--- config.mk ---
export PLATFORM = sky130hd
export DESIGN_NAME = ddr3_reset_seq
export DESIGN_NICKNAME = d
export VERILOG_FILES = /design/src/rtl/ddr3_pkg.sv /design/src/rtl/sync_2ff.sv /design/src/rtl/ddr3_reset_seq.sv
export SDC_FILE = /design/constraint.sdc
export NUM_CORES = 1
export LEC_CHECK = 0
export ABC_AREA = 1
export CAP_MARGIN = 20
export CORE_MARGIN = 10
export CORE_UTILIZATION = 25
export DETAILED_ROUTE_END_ITERATION = 8
export MAX_ROUTING_LAYER = met4
export PLACE_DENSITY = 0.41
export SYNTH_ARGS = -nofsm -noshare
export SYNTH_HDL_FRONTEND = slang
export SYNTH_HIERARCHICAL = 1
export SYNTH_SLANG_ARGS = --single-unit
--- constraint.sdc ---
create_clock -name clk -period 3.1 [get_ports clk]
set_input_delay 0.62 -clock clk [delete_from_list [all_inputs] [get_ports clk]]
set_output_delay 0.62 -clock clk [all_outputs]
set_load 0.005 [all_outputs]
--- src/rtl/ddr3_pkg.sv ---
// Shared DDR3 bring-up definitions: sequencer state encoding and default 100 MHz cycle counts.
// The init FSM reuses the timing constants below for its own mode-register delays.
package ddr3_pkg;

    typedef logic [2:0] seq_state_t;

    localparam seq_state_t S_LOCK = 3'd0;
    localparam seq_state_t S_RST  = 3'd1;
    localparam seq_state_t S_CKE  = 3'd2;
    localparam seq_state_t S_XPR  = 3'd3;
    localparam seq_state_t S_DONE = 3'd4;

    // Defaults assume a 100 MHz controller clock.
    localparam int unsigned DEF_LOCK_CYCLES    = 1024;
    localparam int unsigned DEF_RESET_CYCLES   = 20000;
    localparam int unsigned DEF_CKE_CYCLES     = 50000;
    localparam int unsigned DEF_XPR_CYCLES     = 27;
    localparam int unsigned DEF_TMRD_CYCLES    = 4;
    localparam int unsigned DEF_TMOD_CYCLES    = 12;
    localparam int unsigned DEF_TZQINIT_CYCLES = 512;
    localparam int unsigned DEF_CNT_W          = 16;

    localparam int unsigned FAST_SIM_CAP = 16;

    function automatic int unsigned cap_cycles(input int unsigned n, input int unsigned cap);
        return (n > cap) ? cap : n;
    endfunction

endpackage

--- src/rtl/sync_2ff.sv ---
// Two-flop synchroniser for a single asynchronous level input; both flops reset to 0.
module sync_2ff (
    input  logic clk,
    input  logic rst_n,
    input  logic d,
    output logic q
);

    logic meta_q;
    logic sync_q;

    always_ff @(posedge clk or negedge rst_n) begin
        if (!rst_n) begin
            meta_q <= 1'b0;
            sync_q <= 1'b0;
        end else begin
            meta_q <= d;
            sync_q <= meta_q;
        end
    end

    assign q = sync_q;

endmodule

--- src/rtl/ddr3_reset_seq.sv ---
// DDR3 power-up sequencer: qualifies PLL lock, then times sys_rst_n, RESET#, CKE and tXPR.
// Define DDR3_RESET_SEQ_FAST_SIM_EN to cap every delay at 16 cycles (simulation only).
module ddr3_reset_seq
    import ddr3_pkg::*;
#(
    parameter int unsigned LOCK_CYCLES  = DEF_LOCK_CYCLES,
    parameter int unsigned RESET_CYCLES = DEF_RESET_CYCLES,
    parameter int unsigned CKE_CYCLES   = DEF_CKE_CYCLES,
    parameter int unsigned XPR_CYCLES   = DEF_XPR_CYCLES,
    parameter int unsigned CNT_W        = DEF_CNT_W
) (
    input  logic clk,
    input  logic rst_n,
    input  logic pll_lock,
    output logic sys_rst_n,
    output logic ddr_reset_n,
    output logic ddr_cke,
    output logic init_done
);

`ifdef DDR3_RESET_SEQ_FAST_SIM_EN
    localparam int unsigned LockEff  = cap_cycles(LOCK_CYCLES, FAST_SIM_CAP);
    localparam int unsigned ResetEff = cap_cycles(RESET_CYCLES, FAST_SIM_CAP);
    localparam int unsigned CkeEff   = cap_cycles(CKE_CYCLES, FAST_SIM_CAP);
    localparam int unsigned XprEff   = cap_cycles(XPR_CYCLES, FAST_SIM_CAP);
`else
    localparam int unsigned LockEff  = LOCK_CYCLES;
    localparam int unsigned ResetEff = RESET_CYCLES;
    localparam int unsigned CkeEff   = CKE_CYCLES;
    localparam int unsigned XprEff   = XPR_CYCLES;
`endif

    // A state of N cycles loads N-1 on entry and leaves on the cycle it reads 0.
    localparam logic [CNT_W-1:0] LockLoad  = CNT_W'(LockEff - 1);
    localparam logic [CNT_W-1:0] ResetLoad = CNT_W'(ResetEff - 1);
    localparam logic [CNT_W-1:0] CkeLoad   = CNT_W'(CkeEff - 1);
    localparam logic [CNT_W-1:0] XprLoad   = CNT_W'(XprEff - 1);

    logic             lock_s;
    seq_state_t       state_q, state_d;
    logic [CNT_W-1:0] cnt_q, cnt_d;
    logic [3:0]       outs_q, outs_d;
    logic             cnt_zero;

    sync_2ff u_lock_sync (
        .clk   (clk),
        .rst_n (rst_n),
        .d     (pll_lock),
        .q     (lock_s)
    );

    assign cnt_zero = (cnt_q == '0);

    always_ff @(posedge clk or negedge rst_n) begin
        if (!rst_n) begin
            state_q <= S_LOCK;
            cnt_q   <= LockLoad;
            outs_q  <= 4'b0000;
        end else begin
            state_q <= state_d;
            cnt_q   <= cnt_d;
            outs_q  <= outs_d;
        end
    end

    always_comb begin
        state_d = state_q;
        cnt_d   = cnt_zero ? cnt_q : cnt_q - 1'b1;
        if (!lock_s) begin
            // Lock loss wins over any expiry; S_LOCK also just keeps reloading here.
            state_d = S_LOCK;
            cnt_d   = LockLoad;
        end else begin
            unique case (state_q)
                S_LOCK: begin
                    if (cnt_zero) begin
                        state_d = S_RST;
                        cnt_d   = ResetLoad;
                    end
                end
                S_RST: begin
                    if (cnt_zero) begin
                        state_d = S_CKE;
                        cnt_d   = CkeLoad;
                    end
                end
                S_CKE: begin
                    if (cnt_zero) begin
                        state_d = S_XPR;
                        cnt_d   = XprLoad;
                    end
                end
                S_XPR: begin
                    if (cnt_zero) begin
                        state_d = S_DONE;
                    end
                end
                S_DONE: begin
                    state_d = S_DONE;
                end
                default: begin
                    state_d = S_LOCK;
                    cnt_d   = LockLoad;
                end
            endcase
        end
    end

    // Decoded from the next state so the registered pins move on the transition edge.
    always_comb begin
        outs_d = 4'b0000;
        unique case (state_d)
            S_LOCK:  outs_d = 4'b0000;
            S_RST:   outs_d = 4'b1000;
            S_CKE:   outs_d = 4'b1100;
            S_XPR:   outs_d = 4'b1110;
            S_DONE:  outs_d = 4'b1111;
            default: outs_d = 4'b0000;
        endcase
    end

    assign sys_rst_n   = outs_q[3];
    assign ddr_reset_n = outs_q[2];
    assign ddr_cke     = outs_q[1];
    assign init_done   = outs_q[0];

endmodule
==> results of run 1 <==
## registers in the layout, summed over array words and instances (netlist names)
name and cells:
u_lock_sync/q 1, outs_q 4, state_q 3, cnt_q 16, u_lock_sync/meta_q 1
## cells in the final DEF (no fill, tap or decap), types with 2 or more instances in the layout
cell type	Yosys	layout
nand2_1	57	57
o21ai_0	4	4
inv_2	5	5
o21ai_1	2	2
clkdlybuf4s50_1	0	6
nand2_2	6	6
nand3_1	19	19
nor2_4	3	3
xor2_1	3	3
buf_4	0	2
a21oi_1	6	6
dfstp_2	10	10
dfrtp_1	15	15
inv_1	24	24
ha_1	4	4
nor2_2	6	6
a21oi_2	2	2
clkbuf_8	0	3
nor2_1	24	24
nand4_1	5	5
nor3_1	2	2
## per-layer routing
metal / up-vias / global-route usage, % / part of all wire (%)
li1: 684 / - / -
met1: 629 / 10.8 / 50
met2: 22 / 13.6 / 46
met3: 2 / 1.87 / 3.1
met4: 0 / 1.87 / 0.78
met5: - / - / 0
## metrics by stage
stage,cells,hold WS [ns]
2_1_floorplan,210,0.324
3_3_place_gp,291,0.349
3_5_place_dp,291,0.338
4_1_cts,295,0.364
5_1_grt,295,0.368
6_report,295,0.361
## how the worst min path moves through the flow
stage	startpoint	to	slack (ns)	cells past startpoint
4_1_cts	u_lock_sync/meta_q	u_lock_sync/q	0.36	0
5_1_grt	u_lock_sync/meta_q	u_lock_sync/q	0.37	0
3_3_place_gp	u_lock_sync/meta_q	u_lock_sync/q	0.35	0
2_1_floorplan	rst_n	cnt_q[10]	0.32	0
3_5_place_dp	u_lock_sync/meta_q	u_lock_sync/q	0.34	0
6_report	u_lock_sync/meta_q	u_lock_sync/q	0.36	0
## power by group through the flow
| stage | sequential, W | combinational [W] | clock [W] |
|---|---|---|---|
| 6_report | 0.000337 | 0.0000327 | 0.000212 |
| 5_1_grt | 0.000337 | 0.0000384 | 0.000237 |
| 4_1_cts | 0.000337 | 0.0000343 | 0.000224 |
| 3_5_place_dp | 0.000342 | 0.0000342 | 0 |
| 3_3_place_gp | 0.000343 | 0.0000341 | 0 |
| 2_1_floorplan | 0.000342 | 0.0000175 | 0 |
## layout make-up
cell class | instances | area (µm²)
Inverter | 30 | 114
Clock inverter | 1 | 7.51
Clock buffer | 3 | 41.3
Timing Repair Buffer | 8 | 75.1
Sequential cell | 25 | 638
Tap cell | 75 | 93.8
Fill cell | 659 | 4250
Multi-Input combinational cell | 153 | 808
## logic make-up (layout without fill, tap and decap cells)
logic type      Yosys count  count (layout)  share of synthesized area, %
buf+inv                  32              42                          8.25
flops                    25              25                          40.5
simple gates            125             125                          36.4
compound gates           21              21                          10.0
xor+xnor                  3               3                          1.67
fa+ha+maj                 4               4                          3.17
==> flow_summary_export.csv, run 1 <==
group,metric,value,unit
grt,grt_max_degree,26,
grt,grt_pass1_vias,1410,
clock_network,tritoncts,"yes",
power,switching_power,0.000144,W
detailed_routing,drtAntennaViolNets,0,
power,finalPower,0.000581,W
timing,rsz0062_at_grt,"false",
logic_synthesis,ys_ff_latch,25,
logic_synthesis,synth.distinct_cells,31,
logic_synthesis,yosys.area.top_type,"dfrtp_1",
clock_network,cts-resized-gates,0,
timing,slew_viol_final,0,
setup_path,critical_path.cell_chain,"inv_1, ha_1, nand2_1, nor2_4, nand2_4, clkinv_2, nand2_2, nand2_1, nand2_1, nand2_1, a21oi_1",
timing,layout_min_cycle_time,1.95,ns
floorplanning,die_h,99.4,µm
detailed_routing,vias,1337,
clock_network,postCtsSetupBuffers,0,
setup_path,max_stage_delay,0.54,ns
logic_synthesis,synthCells,210,
power,seqPwrFrac,57.9,%
clock_network,cts_buffer_depth,2,
placement,placed_cell_area,1730,µm²
power,netSwitchingFraction,24.8,%
setup_path,cp_num_buf_inv,2,
floorplanning,start_util,26.2,%
clock_network,numCtsBuffers,3,
clock_network,cts.sinks,25,
power,intPower,0.000437,W
placement,dp_hpwl,3010,µm
setup_path,cp_common_cell,"nand2_1",
setup_path,cp_max_fo,15,
clock_network,path_clk_slew,0.10,ns
detailed_routing,first_pass_iters,4,
floorplanning,die_x,99.4,µm
power,power_leakage,0.905,nW
detailed_routing,via_per_inst,4.53,
logic_synthesis,yosysWarnings,6,
timing,fin_tns_setup,0,ns
logic_synthesis,yosysSeqAreaShare,40.5,%
cells_and_area,finish.utilization,29.5,%
logic_synthesis,yosysTopAreaCellShare,23.8,%
timing,hold_viol,0,
placement,portBuffers,6,
placement,pre_cts_ws,1.16,ns
power,vdd_drop_max,0.000149,V
floorplanning,coreArea,6030,µm²
logic_synthesis,syn_avg_cell_area,7.51,µm²
run,maxCapViolations,0,
cells_and_area,syn2layout_area_growth,12.8,%
logic_synthesis,synthTopCellsByCount,"57 x nand2_1, 24 x inv_1, 24 x nor2_1",
detailed_routing,wl_per_cell,13.1,µm
cells_and_area,final_net_count,228,
setup_path,cp.arrival,2.15,ns
setup_path,r2r_cells,11,
logic_synthesis,synthArstFlopShare,100,%
floorplanning,ios,7,
clock_network,htreeDepth,1,
power,pwr-share-comb,5.6,%
logic_synthesis,yosysMostFrequentCell,"nand2_1",
setup_path,worstSetupPathDepth,11,
setup_path,rr_startpoint,"cnt_q[0]",
logic_synthesis,syn_nets,217,
timing,fin_crit_sh,62.7,%
clock_network,cts_root_buffer,"clkbuf_8",
clock_network,hold_buffers,0,
placement,gp_congestion,0.801,
timing,tightestPinTransition,0.378,ns
setup_path,worstSetupStartpointType,"flip-flop",
setup_path,worstSetupPathType,"reg -> reg",
floorplanning,num_rows,28,
min_path,min_path_type,"reg -> reg",
setup_path,worstSetupEndpoint,"cnt_q[11]",
logic_synthesis,synth_edf_count,0,
power,power_density,327,nW/µm²
setup_path,cpMaxStageDelayCell,"dfstp_2",
setup_path,reg2reg_to,"cnt_q[11]",
clock_network,clock_latency,0.28,ns
cells_and_area,layout-drive-gt1-share,20.5,%
cells_and_area,antennaDiodeCount,0,
timing,finClkSkew,0.00310,ns
grt,grt_antenna_before_repair,0,
logic_synthesis,synth_flop_cell,"dfrtp_1",
cells_and_area,design_area,1780,µm²
setup_path,cp-end-kind,"flip-flop",
power,clkPwrFrac,36.4,%
grt,grt_pass1_wl,6870,µm
timing,relSlewSlack,74.8,%
outcome,status,"completed",
timing,setup_slack,1.15,ns
timing,setup_viol,0,
setup_path,cp-startpoint,"cnt_q[0]",
logic_synthesis,synth_area,1580,µm²
grt,grt_overflow,0,
detailed_routing,first_iter_violations,58,
detailed_routing,wirelength,3860,µm
setup_path,r2r_slack,1.15,ns
setup_path,required,3.31,ns
logic_synthesis,netlist_top_cells_area,"dfrtp_1 24%, dfstp_2 17%, nand2_1 14%",
floorplanning,die_area,9880,µm²
timing,fmax,514,MHz
setup_path,crit_family,"simple AND/OR/NAND/NOR gates",
detailed_routing,route.detailed.drc,0,
grt,grt.total_usage,8.54,%
Note: power is estimated with default switching activity, not from simulation.
==> run 2, diff against run 1 <==
--- a/config.mk
+++ b/config.mk
@@ -11,7 +11,7 @@
 export CORE_UTILIZATION = 25
 export DETAILED_ROUTE_END_ITERATION = 8
 export MAX_ROUTING_LAYER = met4
-export PLACE_DENSITY = 0.41
+export PLACE_DENSITY = 0.42
 export SYNTH_ARGS = -nofsm -noshare
 export SYNTH_HDL_FRONTEND = slang
 export SYNTH_HIERARCHICAL = 1
==> constraint.sdc (replaced) <==
create_clock -name clk -period 1.6 [get_ports clk]
set_input_delay 0.32 -clock clk [delete_from_list [all_inputs] [get_ports clk]]
set_output_delay 0.32 -clock clk [all_outputs]
set_load 0.005 [all_outputs]
==> run 2 against run 1 <==
The flow now finishes with violations (setup timing). Sequential power rose by 94%. Sequential share of layout area is 8.5 points lower. Fmax rose by 20%. Global-route usage up 0.72 points. Clock power is 88% higher. Combinational power rose to 2.9 times the previous value. Via count rose by 10%. Die area stayed put. Critical path depth shrank 2. Wire length is 7.7% higher. Critical endpoint is now cnt_q[0].
==> flow_summary_export.csv, run 2 (synthesized netlist as in run 1, its figures left out) <==
group,metric,value,unit
outcome,status,"finished, violations left",
outcome,violations,"setup timing",
detailed_routing,via_per_inst,4.33,
detailed_routing,first_iter_violations,36,
grt,grt_max_degree,26,
detailed_routing,vias,1471,
power,power_leakage,1.16,nW
timing,layout_min_cycle_time,1.62,ns
grt,grt_antenna_before_repair,0,
grt,grt_pass1_vias,1540,
grt,grt_pass1_wl,7360,µm
timing,fin_crit_sh,102,%
setup_path,worstSetupStartpointType,"flip-flop",
clock_network,numCtsBuffers,3,
setup_path,rr_startpoint,"cnt_q[0]",
clock_network,hold_buffers,0,
cells_and_area,layout-drive-gt1-share,48.7,%
min_path,min_path_type,"reg -> reg",
timing,fin_tns_setup,-0.0245,ns
detailed_routing,wirelength,4150,µm
timing,tightestPinTransition,0.329,ns
timing,hold_ws,0.370,ns
setup_path,cp_num_buf_inv,2,
setup_path,crit_family,"flip-flops",
timing,fmax,616,MHz
cells_and_area,final_net_count,273,
floorplanning,die_x,99.4,µm
setup_path,worstSetupEndpoint,"cnt_q[0]",
setup_path,reg2reg_to,"cnt_q[0]",
detailed_routing,route.detailed.drc,0,
floorplanning,start_util,26.2,%
clock_network,cts_buffer_depth,2,
setup_path,cpMaxStageDelayCell,"dfstp_2",
timing,relSlewSlack,78.0,%
floorplanning,die_area,9880,µm²
cells_and_area,largestRegisters,"cnt_q: 16 flops, outs_q: 4 flops, state_q: 3 flops",
detailed_routing,drtAntennaViolNets,0,
setup_path,r2r_cells,9,
floorplanning,num_rows,28,
placement,gp_congestion,0.840,
cells_and_area,largest-register,"cnt_q",
clock_network,cts.sinks,25,
timing,hold_viol,0,
power,power_density,492,nW/µm²
setup_path,cp_max_fo,5,
floorplanning,coreArea,6030,µm²
placement,portBuffers,6,
timing,slew_viol_final,0,
setup_path,max_stage_delay,0.57,ns
detailed_routing,first_pass_iters,3,
grt,grt.total_usage,9.26,%
grt,grt_overflow,0,
setup_path,critical_path.cell_chain,"inv_4, ha_4, nand2_4, nor2_4, nand2_4, buf_6, ha_4, or2_4, o2111ai_2",
power,finalPower,0.00115,W
detailed_routing,wl_per_cell,12.2,µm
floorplanning,die_h,99.4,µm
clock_network,clock_latency,0.27,ns
clock_network,htreeDepth,1,
setup_path,cp.arrival,1.83,ns
setup_path,cp-startpoint,"cnt_q[0]",
cells_and_area,largest_reg_flops,16,
cells_and_area,antennaDiodeCount,0,
setup_path,required,1.80,ns
run,maxCapViolations,0,
timing,rsz0062_at_grt,"true",
power,vdd_drop_max,0.000262,V
timing,setup_viol,1,
placement,dp_hpwl,3360,µm
floorplanning,ios,7,
clock_network,path_clk_slew,0.10,ns
cells_and_area,syn2layout_area_growth,47.8,%
clock_network,tritoncts,"yes",
setup_path,cp-end-kind,"flip-flop",
cells_and_area,layout_common_cells,"46 x nand2_1, 41 x buf_4, 20 x inv_1",
timing,finClkSkew,0.00459,ns
setup_path,worstSetupPathDepth,9,
clock_network,cts_root_buffer,"clkbuf_8",
cells_and_area,final_common_cell,"nand2_1",
cells_and_area,finish.utilization,38.7,%
timing,setup_slack,-0.0245,ns
setup_path,worstSetupPathType,"reg -> reg",
setup_path,r2r_slack,-0.02,ns
run 2: cell types whose count changed in the layout (fill, tap and decap cells not counted), moves of 4 or more:
cell / delta
nor2_2: +7
buf_6: +6
nand3_2: +4
buf_4: +39
nand2_1: -11
nand3_1: -4
nand2_4: +5
nand2_2: +6
nor2_1: -12
inv_1: -4
nor2_4: +5
run 2: worst min-delay path by stage:
stage                                   from       endpoint  cells after the start
after floorplan                        rst_n      cnt_q[10]                      0
after global placement    u_lock_sync/meta_q  u_lock_sync/q                      0
after detailed placement  u_lock_sync/meta_q  u_lock_sync/q                      0
after CTS                 u_lock_sync/meta_q  u_lock_sync/q                      0
after global routing      u_lock_sync/meta_q  u_lock_sync/q                      0
final                     u_lock_sync/meta_q  u_lock_sync/q                      0
run 2: through the flow:
stage | instances | cell area (µm²) | setup slack (ns)
5_1_grt | 340 | 2330 | -0.0955
6_report | 340 | 2330 | -0.0245
3_3_place_gp | 332 | 2080 | -0.0773
4_1_cts | 339 | 2190 | -0.0144
3_5_place_dp | 332 | 2080 | -0.0877
2_1_floorplan | 210 | 1620 | -0.0126
run 2: per-layer routing:
layer  track usage, %  share of wire (%)  routed length, µm  vias up
met5                -                  0                  0        -
met4             2.32               0.87                 36        0
met3             1.52                1.6                 66        4
met2             15.2                 49               2040        7
met1             11.5                 48               2010      683
li1                 -                  -                  -      777
run 2: what timing repair did:
item / CTS / global route
gates resized for setup: 15 / 40
pin swaps: 4 / 15
cloned: 0 / 0
buffers inserted: 3 / 2
endpoints found under the setup margin: 13 / 18
run 2: worst register-to-register path, cell delays in order, from the launching register on:
cell and delay, ns:
dfstp_2 0.57, inv_4 0.04, ha_4 0.16, nand2_4 0.07, nor2_4 0.04, nand2_4 0.10, buf_6 0.12, ha_4 0.19
or2_4 0.22, o2111ai_2 0.06
run 2: final cells by class:
type / count / area (µm²)
Fill cell: 647 / 3700
Multi-Input combinational cell: 153 / 996
Sequential cell: 25 / 638
Timing Repair Buffer: 53 / 435
Inverter: 30 / 118
Tap cell: 75 / 93.8
Clock buffer: 3 / 41.3
Clock inverter: 1 / 7.51
run 2: power breakdown:
part	switching (W)	internal, W	total, W
Clock	0.000222	0.000177	0.000399
Combinational	0.0000506	0.0000432	0.0000938
Sequential	0.00000658	0.000646	0.000653
Total	0.000279	0.000866	0.00115
==> run 3, diff against run 2 <==
--- a/config.mk
+++ b/config.mk
@@ -12,6 +12,7 @@
 export DETAILED_ROUTE_END_ITERATION = 8
 export MAX_ROUTING_LAYER = met4
 export PLACE_DENSITY = 0.42
+export REMOVE_ABC_BUFFERS = 1
 export SYNTH_ARGS = -nofsm -noshare
 export SYNTH_HDL_FRONTEND = slang
 export SYNTH_HIERARCHICAL = 1
==> run 3 against run 2 <==
The flow now finishes without violations. Critical path depth fell by 1. Clock power shrank 1%. Highest routed layer unchanged. Largest power group unchanged. Sequential share of layout area increased by 0.68 points. Design area fell by 2.4%. Cell count is 1.8% lower. Register-to-register slack better by 0.04 ns. Combinational power grew 3.5%. Critical endpoint unchanged. Fmax is 2.6% higher.
==> flow_summary_export.csv, run 3 (synthesized netlist as in run 1, its figures left out) <==
group,metric,value,unit
timing,slew_viol_final,0,
placement,placed_cell_area,1980,µm²
timing,fin_crit_sh,98.9,%
cells_and_area,final_net_count,267,
clock_network,tritoncts,"yes",
cells_and_area,largest_reg_flops,16,
clock_network,htreeDepth,1,
clock_network,cts_buffer_depth,2,
detailed_routing,wl_met1,1980,µm
placement,portBuffers,6,
detailed_routing,met2_length,2200,µm
min_path,min_path_type,"reg -> reg",
cells_and_area,largestRegisters,"cnt_q: 16 flops, outs_q: 4 flops, state_q: 3 flops",
grt,grt_pass1_vias,1567,
clock_network,cts.sinks,25,
outcome,status,"completed",
setup_path,worstSetupPathType,"reg -> reg",
setup_path,r2r_slack,0.02,ns
setup_path,cp-end-kind,"flip-flop",
setup_path,rr_startpoint,"cnt_q[0]",
setup_path,critical_path.cell_chain,"inv_2, ha_4, nand2_4, nor2_4, nand2_4, ha_4, or2_4, o2111ai_2",
floorplanning,coreArea,6030,µm²
power,vdd_drop_max,0.000239,V
cells_and_area,final_common_cell,"nand2_1",
detailed_routing,wirelength,4360,µm
cells_and_area,syn2layout_area_growth,44.2,%
clock_network,clock_latency,0.28,ns
timing,relSlewSlack,75.3,%
grt,grt_overflow,0,
grt,grt_max_degree,26,
timing,hold_viol,0,
min_path,holdPathEnd,"u_lock_sync/q",
timing,fmax,632,MHz
cells_and_area,largest-register,"cnt_q",
power,power_leakage,1.14,nW
min_path,hold_depth,0,
detailed_routing,route.detailed.drc,0,
grt,grt_pass1_wl,7310,µm
detailed_routing,wl_per_cell,13.1,µm
floorplanning,die_h,99.4,µm
floorplanning,die_x,99.4,µm
cells_and_area,finish.utilization,37.7,%
setup_path,required,1.80,ns
setup_path,cpMaxStageDelayCell,"dfstp_2",
placement,pre_cts_ws,-0.167,ns
grt,grt.total_usage,9.18,%
setup_path,cp_max_fo,5,
placement,dp_hpwl,3370,µm
detailed_routing,first_pass_iters,5,
floorplanning,ios,7,
timing,tightestPinTransition,0.370,ns
detailed_routing,dr.max_layer_used,"met4",
clock_network,hold_buffers,0,
timing,rsz0062_at_grt,"true",
setup_path,worstSetupStartpointType,"flip-flop",
timing,layout_min_cycle_time,1.58,ns
floorplanning,die_area,9880,µm²
detailed_routing,drtAntennaViolNets,0,
cells_and_area,layout_common_cells,"48 x nand2_1, 38 x buf_4, 21 x inv_1",
cells_and_area,layout-drive-gt1-share,47.1,%
setup_path,max_stage_delay,0.55,ns
floorplanning,num_rows,28,
cells_and_area,design_area,2270,µm²
timing,fin_tns_setup,0,ns
detailed_routing,first_iter_violations,61,
setup_path,r2r_cells,8,
floorplanning,start_util,26.2,%
detailed_routing,wl_met3,144,µm
timing,setup_viol,0,
detailed_routing,vias,1508,
cells_and_area,antennaDiodeCount,0,
detailed_routing,via_per_inst,4.51,
grt,grt_antenna_before_repair,0,
timing,finClkSkew,0.00742,ns
clock_network,cts_root_buffer,"clkbuf_8",
clock_network,numCtsBuffers,3,
power,power_density,503,nW/µm²
setup_path,reg2reg_to,"cnt_q[0]",
clock_network,path_clk_slew,0.09,ns
setup_path,cp.arrival,1.79,ns
timing,setup_slack,0.0170,ns
placement,gp_congestion,0.817,
run,maxCapViolations,0,
min_path,hold_start,"u_lock_sync/meta_q",
## run 3: power breakdown
group | switching (W) | internal [W] | total, W
Combinational | 0.0000528 | 0.0000443 | 0.0000971
Clock | 0.000219 | 0.000175 | 0.000394
Sequential | 0.00000642 | 0.000646 | 0.000652
Total | 0.000278 | 0.000865 | 0.00114
## run 3: metrics by stage
stage / power, W / hold slack [ns] / std cells
2_1_floorplan: 0.000695 / 0.0244 / 208
4_1_cts: 0.00115 / 0.363 / 331
5_1_grt: 0.00120 / 0.367 / 334
3_5_place_dp: 0.000743 / 0.340 / 324
6_report: 0.00114 / 0.357 / 334
3_3_place_gp: 0.000743 / 0.343 / 324
## run 3: critical path, delay by kind of cell (launching register included)
| family | cells | cell delay, ns |
|---|---|---|
| flip-flops | 1 | 0.55 |
| AND/OR/NAND/NOR | 4 | 0.48 |
| adder cells (fa/ha/maj) | 2 | 0.37 |
| AO/OA/AOI/OAI | 1 | 0.06 |
| buffers and inverters | 1 | 0.05 |
## run 3: layout make-up
cell class                      count  area, µm²
Fill cell                         644       3750
Multi-Input combinational cell    154       1010
Sequential cell                    25        638
Timing Repair Buffer               46        368
Inverter                           30        115
Tap cell                           75       93.8
Clock buffer                        3       41.3
Clock inverter                      1       5.00
## run 3: how the worst max path moves through the flow
stage	startpoint	end
6_report	cnt_q[0]	cnt_q[0]
5_1_grt	cnt_q[0]	cnt_q[10]
4_1_cts	cnt_q[0]	cnt_q[0]
3_5_place_dp	cnt_q[0]	cnt_q[0]
3_3_place_gp	cnt_q[0]	cnt_q[0]
2_1_floorplan	cnt_q[0]	cnt_q[0]
## run 3: repair_timing
action                     CTS  global route
pin swaps                    5            12
resized for setup           16            43
cloned                       1             0
buffers inserted             2             3
setup endpoints to repair   19            21
## run 3: metal layers
| layer | global-route usage (%) | vias to the layer above |
|---|---|---|
| li1 | - | 769 |
| met1 | 10.6 | 711 |
| met2 | 15.9 | 23 |
| met3 | 2.01 | 5 |
| met4 | 1.87 | 0 |
| met5 | - | - |
